<file path="src/rtl/modos_multicanal.sv">
// N-channel need-level manager: saturating levels with timed decay, debounced increments,
// long-press strobes and a registered global exhaustion alarm.
module modos_multicanal #(
   parameter int unsigned N_CH     = 4,
   parameter int unsigned LVL_W    = 2,
   parameter int unsigned CLK_HZ   = 50_000_000,
   parameter int unsigned TEST_DIV = 10,
   parameter int unsigned DECAY_S  = 10,
   parameter int unsigned HOLD_S   = 5
) (
   input  logic                  clk,
   input  logic                  reset,
   input  logic                  test,
   input  logic [N_CH-1:0]       inc,
   input  logic [N_CH-1:0]       activo,
   output logic [N_CH*LVL_W-1:0] nivel,
   output logic [N_CH-1:0]       senal_5seg,
   output logic [N_CH-1:0]       agotado,
   output logic                  alarma
);

   localparam int unsigned CNT_W = (CLK_HZ > 1) ? $clog2(CLK_HZ) : 1;
   localparam int unsigned DEC_W = (DECAY_S > 1) ? $clog2(DECAY_S) : 1;
   localparam int unsigned HLD_W = $clog2(HOLD_S + 1);

   localparam logic [CNT_W-1:0] LIM_NORM_M1 = CNT_W'(CLK_HZ - 1);
   localparam logic [CNT_W-1:0] LIM_TEST_M1 = CNT_W'(CLK_HZ / TEST_DIV - 1);
   localparam logic [LVL_W-1:0] LVL_MAX     = '1;
   localparam logic [DEC_W-1:0] DEC_LAST    = DEC_W'(DECAY_S - 1);
   localparam logic [HLD_W-1:0] HLD_LIM     = HLD_W'(HOLD_S);
   localparam logic [HLD_W-1:0] HLD_LAST    = HLD_W'(HOLD_S - 1);

   typedef enum logic {StVivo, StAgotado} est_e;

   logic [CNT_W-1:0] cnt_q, cnt_d, lim_m1;
   logic             seg_tick;
   logic [N_CH-1:0]  inc_q, subida, pulsado;

   logic [LVL_W-1:0] lvl_q  [N_CH];
   logic [LVL_W-1:0] lvl_d  [N_CH];
   logic [DEC_W-1:0] dcnt_q [N_CH];
   logic [DEC_W-1:0] dcnt_d [N_CH];
   logic [HLD_W-1:0] hold_q [N_CH];
   logic [HLD_W-1:0] hold_d [N_CH];
   logic [N_CH-1:0]  senal_q, senal_d;
   est_e             est_q  [N_CH];
   est_e             est_d  [N_CH];
   logic             alarma_q;

   // Using >= lets a shortened limit (test raised mid-count) fire once and clear.
   always_comb begin
      lim_m1   = test ? LIM_TEST_M1 : LIM_NORM_M1;
      seg_tick = (cnt_q >= lim_m1);
      cnt_d    = seg_tick ? '0 : cnt_q + 1'b1;
   end

   assign subida  = inc & ~inc_q;
   assign pulsado = inc & activo;

   always_comb begin
      for (int i = 0; i < N_CH; i++) begin
         lvl_d[i]   = lvl_q[i];
         dcnt_d[i]  = dcnt_q[i];
         hold_d[i]  = hold_q[i];
         senal_d[i] = 1'b0;

         if (subida[i] && activo[i]) begin
            if (lvl_q[i] != LVL_MAX) lvl_d[i] = lvl_q[i] + 1'b1;
            dcnt_d[i] = '0;
         end else if (seg_tick) begin
            if (dcnt_q[i] == DEC_LAST) begin
               dcnt_d[i] = '0;
               if (lvl_q[i] != '0) lvl_d[i] = lvl_q[i] - 1'b1;
            end else begin
               dcnt_d[i] = dcnt_q[i] + 1'b1;
            end
         end

         // Hold counts only full ticks after the press edge and saturates at HOLD_S.
         if (!pulsado[i] || subida[i]) begin
            hold_d[i] = '0;
         end else if (seg_tick && hold_q[i] < HLD_LIM) begin
            hold_d[i]  = hold_q[i] + 1'b1;
            senal_d[i] = (hold_q[i] == HLD_LAST);
         end
      end
   end

   // Per-channel liveness FSM: next state follows the next level.
   always_comb begin
      for (int i = 0; i < N_CH; i++) begin
         est_d[i] = est_q[i];
         unique case (est_q[i])
            StVivo:    if (lvl_d[i] == '0) est_d[i] = StAgotado;
            StAgotado: if (lvl_d[i] != '0) est_d[i] = StVivo;
            default:   est_d[i] = StVivo;
         endcase
      end
   end

   always_ff @(posedge clk) begin
      if (reset) begin
         cnt_q    <= '0;
         inc_q    <= '0;
         senal_q  <= '0;
         alarma_q <= 1'b0;
         for (int i = 0; i < N_CH; i++) begin
            lvl_q[i]  <= LVL_MAX;
            dcnt_q[i] <= '0;
            hold_q[i] <= '0;
            est_q[i]  <= StVivo;
         end
      end else begin
         cnt_q    <= cnt_d;
         inc_q    <= inc;
         senal_q  <= senal_d;
         alarma_q <= |agotado;
         for (int i = 0; i < N_CH; i++) begin
            lvl_q[i]  <= lvl_d[i];
            dcnt_q[i] <= dcnt_d[i];
            hold_q[i] <= hold_d[i];
            est_q[i]  <= est_d[i];
         end
      end
   end

   always_comb begin
      nivel   = '0;
      agotado = '0;
      for (int i = 0; i < N_CH; i++) begin
         nivel[i*LVL_W +: LVL_W] = lvl_q[i];
         agotado[i]              = (est_q[i] == StAgotado);
      end
   end

   assign senal_5seg = senal_q;
   assign alarma     = alarma_q;

endmodule

</file>
<file path="config.mk">
export PLATFORM = sky130hd
export DESIGN_NAME = modos_multicanal
export DESIGN_NICKNAME = d
export VERILOG_FILES = /design/src/rtl/modos_multicanal.sv
export SDC_FILE = /design/constraint.sdc
export NUM_CORES = 1
export LEC_CHECK = 0
export BUFFER_PORTS_ARGS = -buffer_cell sky130_fd_sc_hd__buf_2
export CORE_UTILIZATION = 50
export CTS_BUF_LIST = sky130_fd_sc_hd__clkbuf_4 sky130_fd_sc_hd__clkbuf_8
export DETAILED_ROUTE_END_ITERATION = 12
export GPL_TIMING_DRIVEN = 0
export PLACE_DENSITY = 0.65
export SLEW_MARGIN = 40
export SYNTH_ARGS = -nofsm -noshare
export SYNTH_HDL_FRONTEND = slang
export SYNTH_SLANG_ARGS = --single-unit
</file>
<file path="constraint.sdc">
create_clock -name clk -period 3.65 [get_ports clk]
set_input_delay 0.365 -clock clk [delete_from_list [all_inputs] [get_ports clk]]
set_output_delay 0.365 -clock clk [all_outputs]
set_load 0.02 [all_outputs]
</file>
## After elaboration in Yosys (flattened, before gate mapping)

Memory sizes are Yosys's and may differ from the RTL's.
Cells that the tools add are included.

| operators by class | value |
|---|---|
| add/sub/neg operators | 17 |
| $mul | 0 |
| divide/modulo/power cells | 0 |
| order comparisons | 5 |
| eq/ne operators | 12 |
| shift operators | 0 |
| multiplexer cells | 72 |
| bitwise logic cells | 27 |
| reductions and logical operators | 34 |

Operators with widths:

| kind | number |
|---|---|
| 2-to-1 mux 4 bit | 16 |
| 2-to-1 mux 2 bit | 24 |
| 2-to-1 mux 3 bit | 12 |
| adder 26 x 1 -> 26 bit (second input constant) | 1 |
| >= comparator 26 bit | 1 |
| 2-to-1 mux 26 bit | 1 |
| adder 4 x 1 -> 4 bit (second input constant) | 4 |
| == test 4 bit (second input constant) | 4 |
| OR 1 bit | 16 |
| nonzero test 2 bit | 8 |
| 2-to-1 mux 1 bit | 15 |
| adder 3 x 1 -> 3 bit (second input constant) | 4 |
| == test 3 bit (second input constant) | 4 |
| less-than comparator 3 bit (second input constant) | 4 |
| OR reduction 3 bit | 4 |
| adder 2 x 1 -> 2 bit (second input constant) | 4 |
| bitwise AND 4 bit | 2 |
| logical AND 1 bit | 8 |
| logical NOT 2 bit | 4 |
| != test 2 bit (second input constant) | 4 |
| NOT 1 bit | 8 |
| one-hot mux 1 bit (2 select lines) | 4 |
| subtractor 2 x 1 -> 2 bit (second input constant) | 4 |
| logical NOT 1 bit | 4 |
| other kinds (4) | 7 |

| word-level totals | value |
|---|---|
| bits in registers | 35 |
| bits in latches | 0 |
| memory bits (writable) | 40 |
| ROM bits | 0 |
| output and inout port bits | 17 |
| logic and storage cells | 178 |
| memories kept | 4 |

Memory list:

| name | words | width | rd ports | clocked after memory_dff | wr ports | line | text |
|---|---|---|---|---|---|---|---|
| dcnt_q | 4 | 4 | 4 | 0 | 4 | 41 | `logic [DEC_W-1:0] dcnt_q [N_CH];` |
| hold_q | 4 | 3 | 4 | 0 | 4 | 43 | `logic [HLD_W-1:0] hold_q [N_CH];` |
| lvl_q | 4 | 2 | 4 | 0 | 4 | 39 | `logic [LVL_W-1:0] lvl_q [N_CH];` |
| est_q | 4 | 1 | 4 | 0 | 4 | 46 | `est_e est_q [N_CH];` |

## Logic depth before layout (Yosys ltp)

Gate-level depths: netlist (run 1).

| logic depth | value |
|---|---|
| word-level depth | 9 |
| gate-level depth with buffers | 11 |

## Least setup slack after synthesis (run 1)

OpenSTA, ideal clock, no wires.

| path | value |
|---|---|
| path kind | input -> register |
| start point | in test |
| end point | reg cnt_q[2] |
| library setup time | 0.062 ns |
| arrival | 2.280 ns |
| setup slack | 1.308 ns |
| cell stages on the path | 11 |
| buffers on the path | 3 |
| cells stage by stage | inv_1 -> ha_1 -> o21ai_0 -> nor4_1 -> a311o_1 -> o21a_1 -> buf_6 -> or3_1 -> buf_6 -> buf_12 -> nor2_4 |

| between the ends | value |
|---|---|
| word-level cells in the longest chain between the ends | 3 |

RTL lines:

| what | line | text |
|---|---|---|
| start, declared | 13 | `input logic test,` |
| 2-to-1 mux 26 bit | 52 | `lim_m1 = test ? LIM_TEST_M1 : LIM_NORM_M1;` |
| >= comparator 26 bit | 53 | `seg_tick = (cnt_q >= lim_m1);` |
| OR reduction 2 bit (no line) | n/a |  |
| end signal, assigned | 114 | `cnt_q <= cnt_d;` |
| end, declared | 35 | `logic [CNT_W-1:0] cnt_q, cnt_d, lim_m1;` |

Every way passes these cells.
A chain may end at the register's enable or synchronous reset.

==> results of run 1 <==
path summary, 6_finish.rpt:
kind | startpoint | end | slack (ns) | cells past startpoint
worst max-delay path | test | lvl_q[2][1] | 1.00 | 10
worst min register to register | cnt_q[0] | cnt_q[0] | 0.48 | 1
worst min-delay path | inc[1] | inc_q[1] | 0.27 | 2
worst max register to register | cnt_q[9] | lvl_q[2][1] | 1.04 | 8
report_power, final:
group | total [mW] | internal [mW] | switching, mW
logic | 0.0873 | 0.0326 | 0.0547
registers | 0.836 | 0.826 | 0.0107
clock network | 0.719 | 0.394 | 0.326
total | 1.64 | 1.25 | 0.391
final cells by class:
type,count,area share
multi-input cells,356,0.523
flip-flops and latches,75,0.324
plain buffers,24,0.0337
repair buffers,27,0.0292
clock buffers,10,0.0283
well taps,102,0.0275
clock inverters,6,0.0192
inverters,19,0.0154
layer usage:
metal  vias up  wire (um)  global-route usage
li1       1793          -                   -
met1      1624       4370               0.294
met5         -          0                   0
met3         8        393              0.0537
met2        72       4070               0.358
met4         0        114              0.0692
kinds of logic (layout without fill, tap and decap cells):
group	after synthesis	after routing
xor gates and xnor gates	28	28
and+or+nand+nor	196	196
adders and majority gates	22	22
DFF	75	75
muxes	8	8
AOI/OAI and AO/OA	102	102
buffers and inverters	43	86
state kept, by name, indices dropped and copies added (netlist names):
| signal | count |
|---|---|
| est_q | 4 |
| lvl_q | 8 |
| cnt_q | 26 |
| inc_q | 4 |
| hold_q | 12 |
| senal_5seg | 4 |
| alarma | 1 |
| dcnt_q | 16 |
critical path, cell delays in order:
cell and delay, ns:
buf_2 0.22, inv_1 0.15, ha_1 0.31, o21ai_0 0.18
nor4_1 0.07, a311o_1 0.39, o21ai_1 0.49, buf_2 0.33
nand2_1 0.19, a31oi_1 0.23
metrics by stage:
step,power [mW],hold WS [ns],utilization,setup WS (ns)
final,1.64,0.266,0.588,1.00
after global routing,1.71,0.265,0.588,0.808
after CTS,1.66,0.250,0.588,1.02
after detailed placement,0.943,0.463,0.560,0.651
after global placement,0.941,0.458,0.560,0.673
after floorplan,0.915,0.439,-,1.31
placed cells by master (no fill, tap or decap), types with 14 or more instances in the layout:
master and instances:
dfxtp_1 75, nand2_1 46, nor2_1 43, buf_2 30
nand3_1 22, ha_1 22, inv_1 19, nor2_4 18
o211ai_1 17, xor2_1 17, a21oi_1 15, and3_1 14
==> results.ini, run 1 <==
[layout]
stdcell_area_um2=4630
drive_gt1_frac=0.157
regArea_um2=1500
nFillCells=727
syn_to_final_growth_pct=11.6
diodes=0
multi_input_area_um2=2420
final_nets=545
stdcell_count=619

[placement]
gp_congestion=0.815
hpwl_mm=6.26
dp.cells=603
post_dp_cell_area_um2=4410
port_buffers=27

[worst_setup_path]
crit_required_ns=3.94
crit_path_max_fanout=10
end_kind=flip-flop
critPathLaunchType=input port
worst-setup-path-type=input port to flip-flop
cp.arrival_ns=2.93

[synth]
synth_mux_area_frac=0.0193
synth_common_cells=dfxtp_1, nand2_1, nor2_1, ha_1, nand3_1
yosysMostFrequentCell=dfxtp_1
synth_fa_ha_area_frac=0.0663
async_reset_ff_frac=0
synthTopCellsByArea=dfxtp_1, ha_1, nor2_4
synth-simple-area-share=0.265
avgSynthCellArea_um2=8.76
synthCells=474
syn_nets=507
synth-xor-area-share=0.0591
ys_seq_area_frac=0.362
synth_top_family_by_area=simple AND/OR/NAND/NOR gates
synth_edf_count=0
synth_top_area_share=0.362
synth.cell_area_um2=4150
ys_ff_latch=75
synthFlopType=dfxtp_1
synth_compound_area_frac=0.174
ys_types=49
yosys_warnings=0
yosys.area.top_type=dfxtp_1

[route]
first_pass_iters=4
avgViaCountPerCell=5.65
antenna_left=0
drtIter0Drc=146
drc=0
vias=3497
drt_wl_total_mm=8.94
routedWlPerCell_um=14.4

[sta]
hold_viol=0
rsz0062_at_grt=false
fin_crit_sh=0.725
tightest_slew_ns=0.760
final_period_minus_worst_setup_slack_ns=2.65
setup_tns_ns=0
relSlewSlack=0.491
final-setup-viol-count=0
fmaxAchievable_mhz=378
slew_violations=0
clock_skew_ns=0.0112

[global_routing]
grt_max_degree=14
grt_util_all_layers=0.223
grt_pass1_wl_mm=15.3
grt_antenna_before_repair=0
gr-total-overflow=0
grt_pass1_vias=3221

[clock_network]
clockBufferDepth=2
cts_tree=done
clock_sinks=75
cts_buffers=9
postCtsSetupRepairBufs=0
cts_resized=0
clk_pin_slew_ns=0.08
holdBufCountCts=0
root_buffer=clkbuf_8
htree_levels=3
insertion_delay_ns=0.36

[floorplanning]
die_x_um=93.1
start_util=0.526
die_h_um=93.1
fp-row-count=32
coreArea_um2=7890
die-area_um2=8670
num_io_pins=28

[run_status]
outcome=finished, final reports clean

[power]
power_density_nw_per_um2=355
peakVddDrop_mv=0.222
leakagePower_nw=1.85

[hold_path]
min_path_type=input port to flip-flop

[flow_run]
cap_viol_max_count=0

Note: power is estimated with default switching activity, not from simulation.
==> run 2: changes to the inputs <==
==> constraint.sdc (replaced) <==
create_clock -name clk -period 2.6 [get_ports clk]
set_input_delay 0.26 -clock clk [delete_from_list [all_inputs] [get_ports clk]]
set_output_delay 0.26 -clock clk [all_outputs]
set_load 0.02 [all_outputs]
==> results.ini, run 2 (synthesized netlist as in run 1, its figures left out) <==
[sta]
clock_skew_ns=0.0108  ; -0.000376 ns
rsz0062_at_grt=false
slew_violations=0  ; unchanged
setup_ws_ns=0.177  ; -0.826 ns
fin_crit_sh=0.932
hold_slack_ns=0.162  ; -0.104 ns
final-setup-viol-count=0  ; unchanged
final_period_minus_worst_setup_slack_ns=2.42
fmaxAchievable_mhz=413
tightest_slew_ns=0.630  ; -0.130 ns
relSlewSlack=0.580  ; +0.0888
hold_viol=0  ; unchanged

[layout]
final_nets=545  ; unchanged
largest_register_ffs=26  ; unchanged
top_regs=cnt_q x26, dcnt_q x16, hold_q x12
stdcell_count=619  ; unchanged
nFillCells=726  ; -0.14%
syn_to_final_growth_pct=12.2
drive_gt1_frac=0.166  ; +0.00967
diodes=0  ; unchanged
largest_register=cnt_q
layout_commonest_cell=dfxtp_1
layout_common_cells=dfxtp_1, nand2_1, nor2_1, buf_2

[clock_network]
root_buffer=clkbuf_8
clock_sinks=75  ; unchanged
holdBufCountCts=0  ; unchanged
clockBufferDepth=2  ; unchanged
cts_buffers=9  ; unchanged
cts_tree=done
insertion_delay_ns=0.36  ; about the same
htree_levels=3  ; unchanged
clk_pin_slew_ns=0.08  ; about the same

[power]
p_switching_mw=0.547  ; +40%
fin_total_pwr_mw=2.30  ; +40%
power_density_nw_per_um2=495  ; +40%
p_int_mw=1.76  ; +40%
seqPwrFrac=0.509  ; about the same
leakagePower_nw=1.86  ; +0.54%
peakVddDrop_mv=0.311  ; +40%
power_frac_comb=0.053  ; about the same
power.share.switching=0.237  ; -0.000516
p_clk_frac=0.437  ; about the same

[worst_setup_path]
critPathLaunchType=flip-flop
crit_path_max_fanout=10  ; unchanged
crit_required_ns=2.90  ; -1.04 ns
r2r_slack_ns=0.18  ; -0.86 ns
end_kind=flip-flop
cp.arrival_ns=2.73  ; -0.20 ns
worst-setup-path-type=flip-flop to flip-flop

[floorplanning]
start_util=0.526  ; unchanged
die_x_um=93.1  ; unchanged
coreArea_um2=7890  ; unchanged
num_io_pins=28  ; unchanged
die-area_um2=8670  ; unchanged
die_h_um=93.1  ; unchanged
fp-row-count=32  ; unchanged

[global_routing]
gr-total-overflow=0  ; unchanged
grt_pass1_vias=3220  ; -0.031%
grt_util_all_layers=0.223  ; unchanged
grt_antenna_before_repair=0  ; unchanged
grt_pass1_wl_mm=15.3  ; unchanged
grt_max_degree=14  ; unchanged

[placement]
dp.cells=603  ; unchanged
port_buffers=27  ; unchanged
place_ws_ns=-0.294  ; -0.945 ns
hpwl_mm=6.26  ; unchanged
gp_congestion=0.815  ; unchanged

[route]
routedWlPerCell_um=14.4  ; about the same
vias=3510  ; +0.37%
first_pass_iters=5  ; +1
avgViaCountPerCell=5.67  ; +0.37%
drt_wl_total_mm=8.94  ; about the same
drc=0  ; unchanged
antenna_left=0  ; unchanged
drtIter0Drc=154  ; +5.5%

[hold_path]
min_path_type=input port to flip-flop

[run_status]
outcome=finished, final reports clean

[flow_run]
cap_viol_max_count=0  ; unchanged

run 2: cell types whose count changed in the layout (fill, tap and decap cells not counted):
cell,delta
clkbuf_1,-2
clkbuf_2,+2
dfxtp_1,-1
dfxtp_2,+1
nor2_1,-1
nor2_4,+1
o21ai_1,-1
o21ai_4,+1
run 2: final timing paths:
check | startpoint | endpoint | depth (start not counted)
max reg2reg | cnt_q[9] | cnt_q[7] | 10
min | inc[1] | inc_q[1] | 2
max | cnt_q[9] | cnt_q[7] | 10
min reg2reg | cnt_q[0] | cnt_q[0] | 1
run 2: layer usage:
metal / vias up / track usage / share of wire
met4: 0 / 0.0692 / 0.013
met2: 74 / 0.358 / 0.46
met3: 11 / 0.0537 / 0.046
met5: - / 0 / 0
met1: 1637 / 0.294 / 0.48
li1: 1788 / - / -
run 2: cell type report:
class                   count  area, um2  share of cell area
clock buffers              10        131              0.0282
multi-input cells         356       2440               0.524
inverters                  19       71.3              0.0153
well taps                 102        128              0.0274
clock inverters             6       88.8              0.0191
repair buffers             27        135              0.0290
flip-flops and latches     75       1500               0.323
plain buffers              24        159              0.0341
run 2: timing repair:
item                                    CTS  global route
gates cloned                              0             0
endpoints found under the setup margin    2            33
endpoints found under the hold margin     0             0
setup buffers                             0             0
gates resized for setup                   1             8
pin swaps                                 0             0
run 2: critical path, stage by stage (launching register included):
cell and delay (ns):
dfxtp_2 0.35, ha_1 0.26, o21ai_0 0.18, nor4_1 0.07
a311o_1 0.42, o21a_1 0.22, buf_6 0.13, or3_1 0.32
buf_6 0.16, buf_12 0.16, nor2_4 0.09
run 2: power groups by stage:
stage                     logic, mW  registers (mW)  clock network (mW)
final                         0.123            1.17                1.01
after global routing          0.136            1.18                1.08
after CTS                     0.123            1.17                1.03
after detailed placement      0.123            1.20                   0
after global placement        0.120            1.20                   0
after floorplan              0.0821            1.20                   0
run 2: per-stage QoR:
stage               utilization  cell area (um2)  setup TNS (ns)
floorplan                     -             4150               0
global placement          0.560             4410           -7.86
detailed placement        0.560             4410           -9.31
CTS                       0.588             4640               0
global route              0.590             4660               0
finish                    0.590             4660               0
==> run 3: changes to the inputs <==
--- a/config.mk
+++ b/config.mk
@@ -11,6 +11,7 @@
 export DETAILED_ROUTE_END_ITERATION = 12
 export GPL_TIMING_DRIVEN = 0
 export PLACE_DENSITY = 0.65
+export SETUP_SLACK_MARGIN = 0.3
 export SLEW_MARGIN = 40
 export SYNTH_ARGS = -nofsm -noshare
 export SYNTH_HDL_FRONTEND = slang
==> results.ini, run 3 (synthesized netlist as in run 1, its figures left out) <==
[run_status]
outcome=finished, final reports clean

[global_routing]
grt_max_degree=14  ; unchanged
grt_pass1_wl_mm=15.4  ; +0.95%
grt_antenna_before_repair=0  ; unchanged
grt_util_all_layers=0.225  ; +0.00260
grt_util_met1=0.294  ; -0.000505
grt-busiest-layer=met2
use_met3=0.0537  ; unchanged
grt_pass1_vias=3250  ; +0.93%
gr-total-overflow=0  ; unchanged
grt_use_met2=0.368  ; +0.00980

[sta]
clock_skew_ns=0.0103  ; -0.000528 ns
setup_tns_ns=0  ; unchanged
final_period_minus_worst_setup_slack_ns=2.37  ; -0.0530 ns
rsz0062_at_grt=true
hold_slack_ns=0.165  ; +0.00327 ns
final-setup-viol-count=0  ; unchanged
tightest_slew_ns=0.606  ; -0.0238 ns
fin_crit_sh=0.912  ; -0.0204
relSlewSlack=0.594  ; +0.0144
slew_violations=0  ; unchanged
hold_viol=0  ; unchanged
fmaxAchievable_mhz=422  ; +2.2%
setup_ws_ns=0.230  ; +0.0530 ns

[power]
peakVddDrop_mv=0.330  ; +6.0%
seqPwrFrac=0.504  ; -0.005
power_frac_comb=0.063  ; +0.010
p_clk_frac=0.433  ; -0.004
fin_total_pwr_mw=2.33  ; +1.0%
p_int_mw=1.77  ; +0.82%
leakagePower_nw=1.96  ; +5.0%
p_switching_mw=0.557  ; +1.8%
power_density_nw_per_um2=470  ; -5.0%
power.share.switching=0.239  ; +0.00176

[route]
vias=3608  ; +2.8%
first_pass_iters=4  ; -1
antenna_left=0  ; unchanged
drt_wl_total_mm=9.53  ; +6.6%
drc=0  ; unchanged
drtIter0Drc=172  ; +12%
avgViaCountPerCell=5.70  ; +0.52%
routedWlPerCell_um=15.1  ; +4.2%

[worst_setup_path]
r2r_slack_ns=0.23  ; +0.05 ns
cp-startpoint=cnt_q[9]
cp.arrival_ns=2.66  ; -0.07 ns
crit_required_ns=2.89  ; about the same
end_kind=flip-flop
cp_slowest_stage_delay_ns=0.37  ; -0.05 ns
crit_path_max_fanout=8  ; -2
r2r-start=cnt_q[9]
path_cells=ha_2 -> o21ai_1 -> nor4_1 -> a311o_1 -> o21a_1 -> buf_6 -> or3_4 -> buf_8 -> buf_12 -> nor2_4
slowest_stage=or3_4
critPathLaunchType=flip-flop
worst-setup-path-type=flip-flop to flip-flop

[placement]
port_buffers=27  ; unchanged
gp_congestion=0.815  ; unchanged
place_ws_ns=-0.294  ; unchanged
post_dp_cell_area_um2=4410  ; unchanged
hpwl_mm=6.26  ; unchanged
dp.cells=603  ; unchanged

[layout]
regArea_um2=1520  ; +1.1%
drive_gt1_frac=0.235  ; +0.0691
final_nets=559  ; +2.6%
layout_common_cells=dfxtp_1, nand2_1, nor2_1, buf_2, nor2_4
syn_to_final_growth_pct=19.3
largest_register_ffs=26  ; unchanged
diodes=0  ; unchanged
top_regs=cnt_q x26, dcnt_q x16, hold_q x12
stdcell_count=633  ; +2.3%
multi_input_area_um2=2540  ; +3.9%
stdcell_area_um2=4950  ; +6.4%
largest_register=cnt_q
nFillCells=689  ; -5.1%
layout_commonest_cell=dfxtp_1
final_util=0.628  ; +0.0378

[clock_network]
cts_buffers=9  ; unchanged
cts_tree=done
clk_pin_slew_ns=0.08  ; about the same
clockBufferDepth=2  ; unchanged
root_buffer=clkbuf_8
insertion_delay_ns=0.36  ; about the same
htree_levels=3  ; unchanged
clock_sinks=75  ; unchanged

[floorplanning]
die_x_um=93.1  ; unchanged
fp-row-count=32  ; unchanged
die_h_um=93.1  ; unchanged
die-area_um2=8670  ; unchanged
num_io_pins=28  ; unchanged
coreArea_um2=7890  ; unchanged
start_util=0.526  ; unchanged

[hold_path]
min_path_type=input port to flip-flop
worstHoldStart=inc[1]

[flow_run]
cap_viol_max_count=0  ; unchanged

## run 3: cell types whose count changed in the layout (fill, tap and decap cells not counted), sizes merged
cell and delta:
inv -1, clkbuf +3, clkinvlp +1, buf +11
## run 3: power groups by stage
stage / Clock (mW) / Combinational (mW) / Sequential (mW)
final: 1.01 / 0.147 / 1.17
after global routing: 1.08 / 0.161 / 1.18
after CTS: 1.03 / 0.127 / 1.17
after detailed placement: 0 / 0.123 / 1.20
after global placement: 0 / 0.120 / 1.20
after floorplan: 0 / 0.0821 / 1.20
## run 3: critical path, delay by kind of cell (launching register included)
family,cells,cell delay [ns]
buf+inv,3,0.43
simple gates,3,0.52
compound gates,3,0.72
flops,1,0.36
fa+ha+maj,1,0.26
## run 3: path summary, 6_finish.rpt
path / cells past startpoint / to
hold / removal: 2 / inc_q[1]
hold reg to reg: 1 / cnt_q[0]
setup reg to reg: 10 / cnt_q[17]
setup / recovery: 10 / cnt_q[17]
## run 3: area by class of cell
| class | count | share of cell area |
|---|---|---|
| buffer | 24 | 0.0351 |
| clock buffer | 10 | 0.0265 |
| clock inverter | 6 | 0.0179 |
| inverter | 19 | 0.0152 |
| multi-input combinational | 356 | 0.512 |
| sequential | 75 | 0.307 |
| tap | 102 | 0.0258 |
| timing repair buffer | 41 | 0.0611 |
## run 3: repair_timing
action	in CTS	in global routing
endpoints found under the hold margin	0	0
hold buffers	0	0
pin swaps	4	23
resized for setup	14	39
cloned	0	2
setup endpoints to repair	62	68
setup buffers	2	10
## run 3: metal layers
metal / up-vias / part of all wire
met3: 10 / 0.036
met1: 1713 / 0.48
met2: 69 / 0.47
li1: 1816 / -
met5: - / 0
met4: 0 / 0.011
